$ cat config.mk
export PLATFORM = sky130hd
export DESIGN_NAME = pixel_packer_flat
export DESIGN_NICKNAME = d
export VERILOG_FILES = /design/src/rtl/pixel_packer_if.sv /design/src/rtl/pixel_packer.sv /design/src/flat_wrapper.sv
export SDC_FILE = /design/constraint.sdc
export NUM_CORES = 1
export LEC_CHECK = 0
export ABC_AREA = 1
export BUFFER_PORTS_ARGS = -buffer_cell sky130_fd_sc_hd__buf_2
export CORE_MARGIN = 3
export CORE_UTILIZATION = 56
export DETAILED_ROUTE_END_ITERATION = 6
export GPL_ROUTABILITY_DRIVEN = 0
export MAX_ROUTING_LAYER = met4
export PLACE_DENSITY = 0.79
export SLEW_MARGIN = 20
export SYNTH_ARGS = -nofsm -noshare
export SYNTH_HDL_FRONTEND = slang
export SYNTH_SLANG_ARGS = --single-unit
$ cat constraint.sdc
create_clock -name clk_in -period 2.2 [get_ports clk_in]
set_input_delay 0.11 -clock clk_in [delete_from_list [all_inputs] [get_ports clk_in]]
set_output_delay 0.11 -clock clk_in [all_outputs]
set_load 0.1 [all_outputs]
$ cat src/rtl/pixel_packer_if.sv
// AXI-Stream channel carrying packed 128-bit pixel words toward the DDR3 write FIFO.
interface pixel_packer_if;
    logic [127:0] data;
    logic         valid;
    logic         last;
    logic         ready;

    modport master (
        output data,
        output valid,
        output last,
        input  ready
    );

    modport slave (
        input  data,
        input  valid,
        input  last,
        output ready
    );
endinterface

$ cat src/rtl/pixel_packer.sv
// Packs 8 consecutive RGB565 pixels into one 128-bit AXIS word, frame-aligned.
//
// state    | meaning
// ---------+---------------------------------------------------------------
// WAIT_SOF | idle between frames; pixels dropped until a valid frame_start
// PACK     | filling slots 0..7; slot 7 completes a word (load or drop)
module pixel_packer #(
    parameter int FRAME_WORDS = 115200,
    parameter int COUNT_WIDTH = 17
) (
    input  logic                  clk_in,
    input  logic                  rst_in,
    input  logic [15:0]           pixel_data_in,
    input  logic                  pixel_valid_in,
    input  logic                  frame_start_in,
    pixel_packer_if.master        chunk_axis,
    output logic                  overflow_out,
    output logic                  resync_out,
    output logic [15:0]           dropped_count_out
);

    typedef enum logic {
        WAIT_SOF = 1'b0,
        PACK     = 1'b1
    } state_t;

    localparam logic [COUNT_WIDTH-1:0] LAST_WORD = COUNT_WIDTH'(FRAME_WORDS - 1);

    state_t                  state_q, state_d;
    logic [2:0]              slot_q, slot_d;
    logic [COUNT_WIDTH-1:0]  word_cnt_q, word_cnt_d;
    // Only 7 pixels are ever held; the 8th is merged combinationally on completion.
    logic [6:0][15:0]        pack_q, pack_d;
    logic [127:0]            out_data_q, out_data_d;
    logic                    out_valid_q, out_valid_d;
    logic                    out_last_q, out_last_d;
    logic                    overflow_q, overflow_d;
    logic                    resync_q, resync_d;
    logic [15:0]             dropped_q, dropped_d;

    logic                    can_load;
    logic [127:0]            complete_word;

    assign can_load      = !out_valid_q || chunk_axis.ready;
    assign complete_word = {pixel_data_in, pack_q};

    // State and datapath registers with synchronous reset.
    always_ff @(posedge clk_in) begin
        if (rst_in) begin
            state_q     <= WAIT_SOF;
            slot_q      <= 3'd0;
            word_cnt_q  <= '0;
            pack_q      <= '0;
            out_data_q  <= '0;
            out_valid_q <= 1'b0;
            out_last_q  <= 1'b0;
            overflow_q  <= 1'b0;
            resync_q    <= 1'b0;
            dropped_q   <= 16'd0;
        end else begin
            state_q     <= state_d;
            slot_q      <= slot_d;
            word_cnt_q  <= word_cnt_d;
            pack_q      <= pack_d;
            out_data_q  <= out_data_d;
            out_valid_q <= out_valid_d;
            out_last_q  <= out_last_d;
            overflow_q  <= overflow_d;
            resync_q    <= resync_d;
            dropped_q   <= dropped_d;
        end
    end

    // Next-state: slot filling, word completion/drop, frame alignment and resync.
    always_comb begin
        state_d     = state_q;
        slot_d      = slot_q;
        word_cnt_d  = word_cnt_q;
        pack_d      = pack_q;
        out_data_d  = out_data_q;
        out_valid_d = out_valid_q && !chunk_axis.ready;
        out_last_d  = out_last_q;
        overflow_d  = overflow_q;
        resync_d    = resync_q;
        dropped_d   = dropped_q;

        case (state_q)
            WAIT_SOF: begin
                if (pixel_valid_in && frame_start_in) begin
                    pack_d[0]  = pixel_data_in;
                    slot_d     = 3'd1;
                    word_cnt_d = '0;
                    state_d    = PACK;
                end
            end
            PACK: begin
                if (pixel_valid_in) begin
                    if (frame_start_in) begin
                        // New frame wins over any partial or completing word.
                        pack_d[0]  = pixel_data_in;
                        slot_d     = 3'd1;
                        word_cnt_d = '0;
                        if ((slot_q != 3'd0) || (word_cnt_q != '0)) begin
                            resync_d = 1'b1;
                        end
                    end else if (slot_q == 3'd7) begin
                        slot_d = 3'd0;
                        if (can_load) begin
                            out_data_d  = complete_word;
                            out_valid_d = 1'b1;
                            out_last_d  = (word_cnt_q == LAST_WORD);
                        end else begin
                            overflow_d = 1'b1;
                            if (dropped_q != 16'hFFFF) begin
                                dropped_d = dropped_q + 16'd1;
                            end
                        end
                        // Count dropped words too so addressing stays frame-aligned.
                        if (word_cnt_q == LAST_WORD) begin
                            word_cnt_d = '0;
                            state_d    = WAIT_SOF;
                        end else begin
                            word_cnt_d = word_cnt_q + COUNT_WIDTH'(1);
                        end
                    end else begin
                        for (int k = 0; k < 7; k++) begin
                            if (slot_q == 3'(k)) begin
                                pack_d[k] = pixel_data_in;
                            end
                        end
                        slot_d = slot_q + 3'd1;
                    end
                end
            end
            default: state_d = WAIT_SOF;
        endcase
    end

    assign chunk_axis.data   = out_data_q;
    assign chunk_axis.valid  = out_valid_q;
    assign chunk_axis.last   = out_last_q;
    assign overflow_out      = overflow_q;
    assign resync_out        = resync_q;
    assign dropped_count_out = dropped_q;

endmodule

$ cat src/flat_wrapper.sv
// flat-port wrapper written by rule: the top's interface ports become plain ports
module pixel_packer_flat 
#(
    parameter int FRAME_WORDS = 115200,
    parameter int COUNT_WIDTH = 17
)
  (clk_in, rst_in, pixel_data_in, pixel_valid_in, frame_start_in, overflow_out, resync_out, dropped_count_out, chunk_axis_data, chunk_axis_valid, chunk_axis_last, chunk_axis_ready);
  pixel_packer_if chunk_axis_i ();
  input  logic clk_in;
  input  logic rst_in;
  input  logic [15:0] pixel_data_in;
  input  logic pixel_valid_in;
  input  logic frame_start_in;
  output logic overflow_out;
  output logic resync_out;
  output logic [15:0] dropped_count_out;
  output wire logic [$bits(chunk_axis_i.data)-1:0] chunk_axis_data;
  output wire logic [$bits(chunk_axis_i.valid)-1:0] chunk_axis_valid;
  output wire logic [$bits(chunk_axis_i.last)-1:0] chunk_axis_last;
  input wire logic [$bits(chunk_axis_i.ready)-1:0] chunk_axis_ready;
  assign chunk_axis_data = chunk_axis_i.data;
  assign chunk_axis_valid = chunk_axis_i.valid;
  assign chunk_axis_last = chunk_axis_i.last;
  assign chunk_axis_i.ready = chunk_axis_ready;
  pixel_packer #(.FRAME_WORDS(FRAME_WORDS), .COUNT_WIDTH(COUNT_WIDTH)) u_core (.clk_in(clk_in), .rst_in(rst_in), .pixel_data_in(pixel_data_in), .pixel_valid_in(pixel_valid_in), .frame_start_in(frame_start_in), .chunk_axis(chunk_axis_i), .overflow_out(overflow_out), .resync_out(resync_out), .dropped_count_out(dropped_count_out));
endmodule
## Word-level counts from Yosys, hierarchy flattened

Index checks and enable logic that the tools add are counted.

- Input port bits: 21
- Word-level logic and storage cells: 87
- Flip-flop bits (word level): 281

- Equality and inequality tests: 14
- Muxes and demuxes: 28
- Add/sub/neg operators: 3
- Reductions and logical operators: 22
- Bitwise logic cells: 4

Operators by type and width:

| operator | count |
|---|---|
| $mux W17 | 5 |
| $mux W16 | 5 |
| $reduce_and A5 Y1 | 8 |
| $pmux W17 S2 | 1 |
| $pmux W16 S2 | 1 |
| $add A17 B1 Y17 const B | 1 |
| $eq A17 B17 Y1 const B | 1 |
| $reduce_bool A17 Y1 | 1 |
| $add A16 B1 Y16 const B | 1 |
| $ne A16 B16 Y1 const B | 1 |
| $eq A3 B3 Y1 const B | 4 |
| $mux W3 | 4 |
| $mux W1 | 10 |
| $ne A3 B3 Y1 const B | 3 |
| $reduce_and A4 Y1 | 2 |
| $eq A3 B2 Y1 const B | 2 |
| $pmux W3 S2 | 1 |
| $reduce_and A6 Y1 | 1 |
| $not A1 Y1 | 4 |
| $add A3 B1 Y3 const B | 1 |
| $eq A3 B1 Y1 const B | 1 |
| $logic_not A3 Y1 | 1 |
| $reduce_and A3 Y1 | 1 |
| $reduce_bool A3 Y1 | 1 |
| 7 further kinds | 10 |

## Depth between registers and ports, before layout

- Depth in word-level cells: 7
- Mapped depth: 10
- Gate-level depth less buffers: 10

## Worst setup path after synthesis

No wires, ideal clock.

- Path type: reg-to-reg
- Start: reg u_core.dropped_q[1], in the netlist u_core.dropped_count_out[1]
- End: reg u_core.dropped_q[2], in the netlist u_core.dropped_count_out[2]
- Arrival: 2,281 ps
- Period minus slack after synthesis: 2,349 ps
- Cell stages (with the launch flop): 11
- Setup slack: -149 ps
- Cell sequence: dfxtp_1 -> ha_1 -> nand2_1 -> nor2_2 -> nand2_1 -> nor2_2 -> nand2_2 -> nand2_2 -> buf_6 -> nand2_1 -> a21oi_2

- Longest elaborated chain between the ends: 2
- Elaborated cells on any way between the ends: 3
- Classes of those cells: add/sub (1); eq/ne (1); reduce/logical (1)

Ends and longest elaborated chain:

| what | line | RTL |
|---|---|---|
| from (decl) | pixel_packer.sv:39 | `logic [15:0] dropped_q, dropped_d;` |
| from (signal assigned) | pixel_packer.sv:70 | `dropped_q <= dropped_d;` |
| branches (longest 2 deep; another with $add A16 B1 Y16) | - |  |

Parallel ways; which one is timed is not known.
A chain may end at the register's enable or synchronous reset.

## Worst setup path in the final report

- Start: reg u_core.slot_q[0]
- End: reg u_core.pack_q (netlist bit u_core.complete_word[107])

- Longest elaborated chain between the ends: 3
- Elaborated cells on any way between the ends: 4
- Classes of those cells: eq/ne (2); bitwise (1); reduce/logical (1)

Ends and longest elaborated chain:

| what | line | RTL |
|---|---|---|
| from (decl) | pixel_packer.sv:30 | `logic [2:0] slot_q, slot_d;` |
| from (signal assigned) | pixel_packer.sv:62 | `slot_q <= slot_d;` |
| $eq A3 B3 Y1 | pixel_packer.sv:106 | `end else if (slot_q == 3'd7) begin` |
| $not A1 Y1 (no source line) | - |  |
| $reduce_and A5 Y1 (no source line) (*) | - |  |
| to (signal assigned) | pixel_packer.sv:64 | `pack_q <= pack_d;` |
| to (decl) | pixel_packer.sv:33 | `logic [6:0][15:0] pack_q, pack_d;` |

Every way passes the cells marked *; elsewhere a longest branch is shown, timed or not.

==> results.txt <==
layout cells sized above 1 = 16.3%
Port-buffer cells = 168
Antenna Violating Nets Remaining = 0
GR met1 Demand/Resource = 36.4%
ys flop type = dfxtp_1
largest net degree at the start of global routing = 131
final hold slack = 0.0258 ns
sequential share of power = 48.2%
via/cell ratio = 5.27
Congestion Overflow GR = 0
Synth area leader = dfxtp_1
die area = 21000 um^2
Post-Route WL = 28.2 mm
Site Rows = 50
leakage power = 6.12 nW
clock buffer depth = 3
Worst Setup EP = u_core.complete_word[107]$_SDFFE_PP0P_
Setup TNS = 0 ns
syn_nets = 1490
HP Start = pixel_data_in[9]
CTS root buf = clkbuf_16
Horiz. Die Dim = 145 um
RR Startpoint = u_core.slot_q[0]$_SDFFE_PP0P_
Max Cap Violations = 0
CTS tree = yes
met3 GRT Util = 4.40%
synth-to-layout area growth = 19.9%
Max FO, Critical Path = 11
clock net sink count = 281
# DRC = 0
Power Dens Cells = 824 nW/um^2
number of global-route vias before repair = 8878
Setup violations, final = 0
mean post-synth cell area = 7.39 um^2
dpl ws = 0.0899 ns
Synth Register Bits = 281
post-synthesis sequential area ratio = 52.1%
skew final = 0.0106 ns
RSZ-0062 raised after global routing = true
TritonCTS buffer count = 28
TritonRoute pass-1 iters = 6
Int Pwr = 8.47 mW
final design utilization = 68.8%
Worst setup EP type = flop
GRT Util Overall = 26.8%
Final Critical Period = 2.10 ns
Worst-Skew Late Latency = 0.53 ns
GRT busiest layer = met2
Cell Area, Synth = 10800 um^2
Tightest Pin Transition = 0.541 ns
Logic pwr share = 3.3%
post-DP HPWL = 17.4 mm
final net count = 1644
worst reg-to-reg setup slack = 0.1 ns
synthesized instance count = 1460
worst vdd rail ir drop = 0.661 mV
total setup buffers inserted after CTS = 0
1st-iter DRT viols = 1160
routing usage on met2 = 40.6%
Clk pwr share = 48.5%
core area = 18800 um^2
worst hold-check path type = in -> reg
switching share of power = 20.6%
vias after detailed routing = 9994
status = finished, final reports clean
Slew HR = 63.9%
die height = 145 um
wire length of the first global-routing pass = 44.5 mm
Yosys cell types = 32
post-synth top area share = 52.1%
number of synthesized flops with an enable pin = 0
initial antenna violation count = 0
Final WS setup = 0.0968 ns
Ports = 169
Reg2Reg Capture Point = u_core.complete_word[107]$_SDFFE_PP0P_
wire per inst = 14.9 um
Post-synth ARST share = 0%
most common cell in the netlist = nor2_1
ranking of synthesized cells by area = dfxtp_1, nor2_1, o21ai_0
clk slew on worst S/H paths = 0.06 ns
top post-synthesis cells by count = nor2_1, dfxtp_1, o21ai_0
maximum clock rate = 475 MHz
WP data arrival = 2.52 ns
Crit Path Category = reg -> reg
final slew viol count = 0
final cycle utilization of the critical path = 95.6%
Power Total = 10.7 mW
CTS HTree Levels = 1
Psw = 2.20 mW
Worst Path Required = 2.62 ns
Ys Warns = 0
Initial Utilization = 57.3%
Worst Setup SP = u_core.slot_q[0]$_SDFFE_PP0P_
CP startpoint kind = flop
R2R cell count = 9
final hold vios = 0
critical path: stages, from the launching register on:
cell	delay [ns]
dfxtp_1	0.34
ha_1	0.22
ha_1	0.22
inv_1	0.16
nand2_2	0.12
nor2_1	0.14
nand2_1	0.30
buf_4	0.28
o21ai_0	0.16
nor2_1	0.05
cell families (layout without fill, tap and decap cells):
kind of cell,count (synthesis),count (layout),synth area share [%]
other,0,1,0
XOR/XNOR,7,7,0.568
AND/OR/NAND/NOR,742,742,27.2
AO/OA/AOI/OAI,281,281,13.5
buffers and inverters,140,314,5.63
flip-flops,281,281,52.1
adder cells (fa/ha/maj),9,9,1.04
final cells by class:
cell class / instances / area, um^2
Antenna cell: 1 / 2.50
Inverter: 65 / 259
Multi-Input combinational cell: 1039 / 4560
Clock buffer: 40 / 807
Fill cell: 1537 / 5880
Timing Repair Buffer: 199 / 1160
Tap cell: 260 / 325
Sequential cell: 281 / 5630
Clock inverter: 10 / 206
metrics by stage:
| step | area, um^2 | cells |
|---|---|---|
| 6_report | 12900 | 1895 |
| 3_5_place_dp | 11800 | 1830 |
| 5_1_grt | 12900 | 1894 |
| 3_3_place_gp | 11800 | 1830 |
| 2_1_floorplan | 10800 | 1460 |
| 4_1_cts | 12900 | 1894 |
power groups by stage:
stage	Combinational, mW	Sequential (mW)	Clock (mW)
6_report	0.349	5.14	5.18
3_5_place_dp	0.321	5.25	0
5_1_grt	0.380	5.14	5.44
2_1_floorplan	0.182	5.25	0
3_3_place_gp	0.317	5.25	0
4_1_cts	0.342	5.14	5.24
placed cells by master (no fill, tap or decap), drive strengths merged, types with 3 or more instances in the layout:
master	synthesis	final
inv	65	65
nand3	33	33
a21oi	30	30
nor2	570	570
o21ai	248	248
xnor2	3	3
buf	38	185
nor3	3	3
bufinv	0	6
clkbuf	37	40
xor2	4	4
ha	9	9
dlygate4sd3	0	14
dfxtp	281	281
clkinv	0	3
nand2	123	123
nand4	10	10
routing by layer:
metal  vias up  wire length (um)
li1       4959                 -
met1      4598             12300
met2       369             12900
met3        68              2110
met4         0               884
met5         -                 0
sequential cells by signal, indices dropped and copies added (netlist names), 3 cells and up:
register                  count
u_core.complete_word        112
u_core.dropped_count_out     16
u_core.slot_q                 3
u_core.chunk_axis.data      128
u_core.word_cnt_q            17
how the worst min path moves through the flow:
stage / to / slack (ns) / cells past startpoint
floorplan: u_core.complete_word[64]$_SDFFE_PP0P_ / 0.24 / 2
global placement: u_core.resync_out$_SDFFE_PP0P_ / 0.43 / 2
detailed placement: u_core.resync_out$_SDFFE_PP0P_ / 0.44 / 2
CTS: u_core.complete_word[74]$_SDFFE_PP0P_ / 0.01 / 3
global route: u_core.complete_word[73]$_SDFFE_PP0P_ / 0.03 / 3
finish: u_core.complete_word[73]$_SDFFE_PP0P_ / 0.03 / 3
what timing repair did:
action | 4_1_cts | 5_1_grt
hold endpoints to repair | 25 | 0
endpoints found under the setup margin | 0 | 64
hold buffers | 14 | 0
resized for setup | 0 | 4
Note: power is estimated with default switching activity, not from simulation.
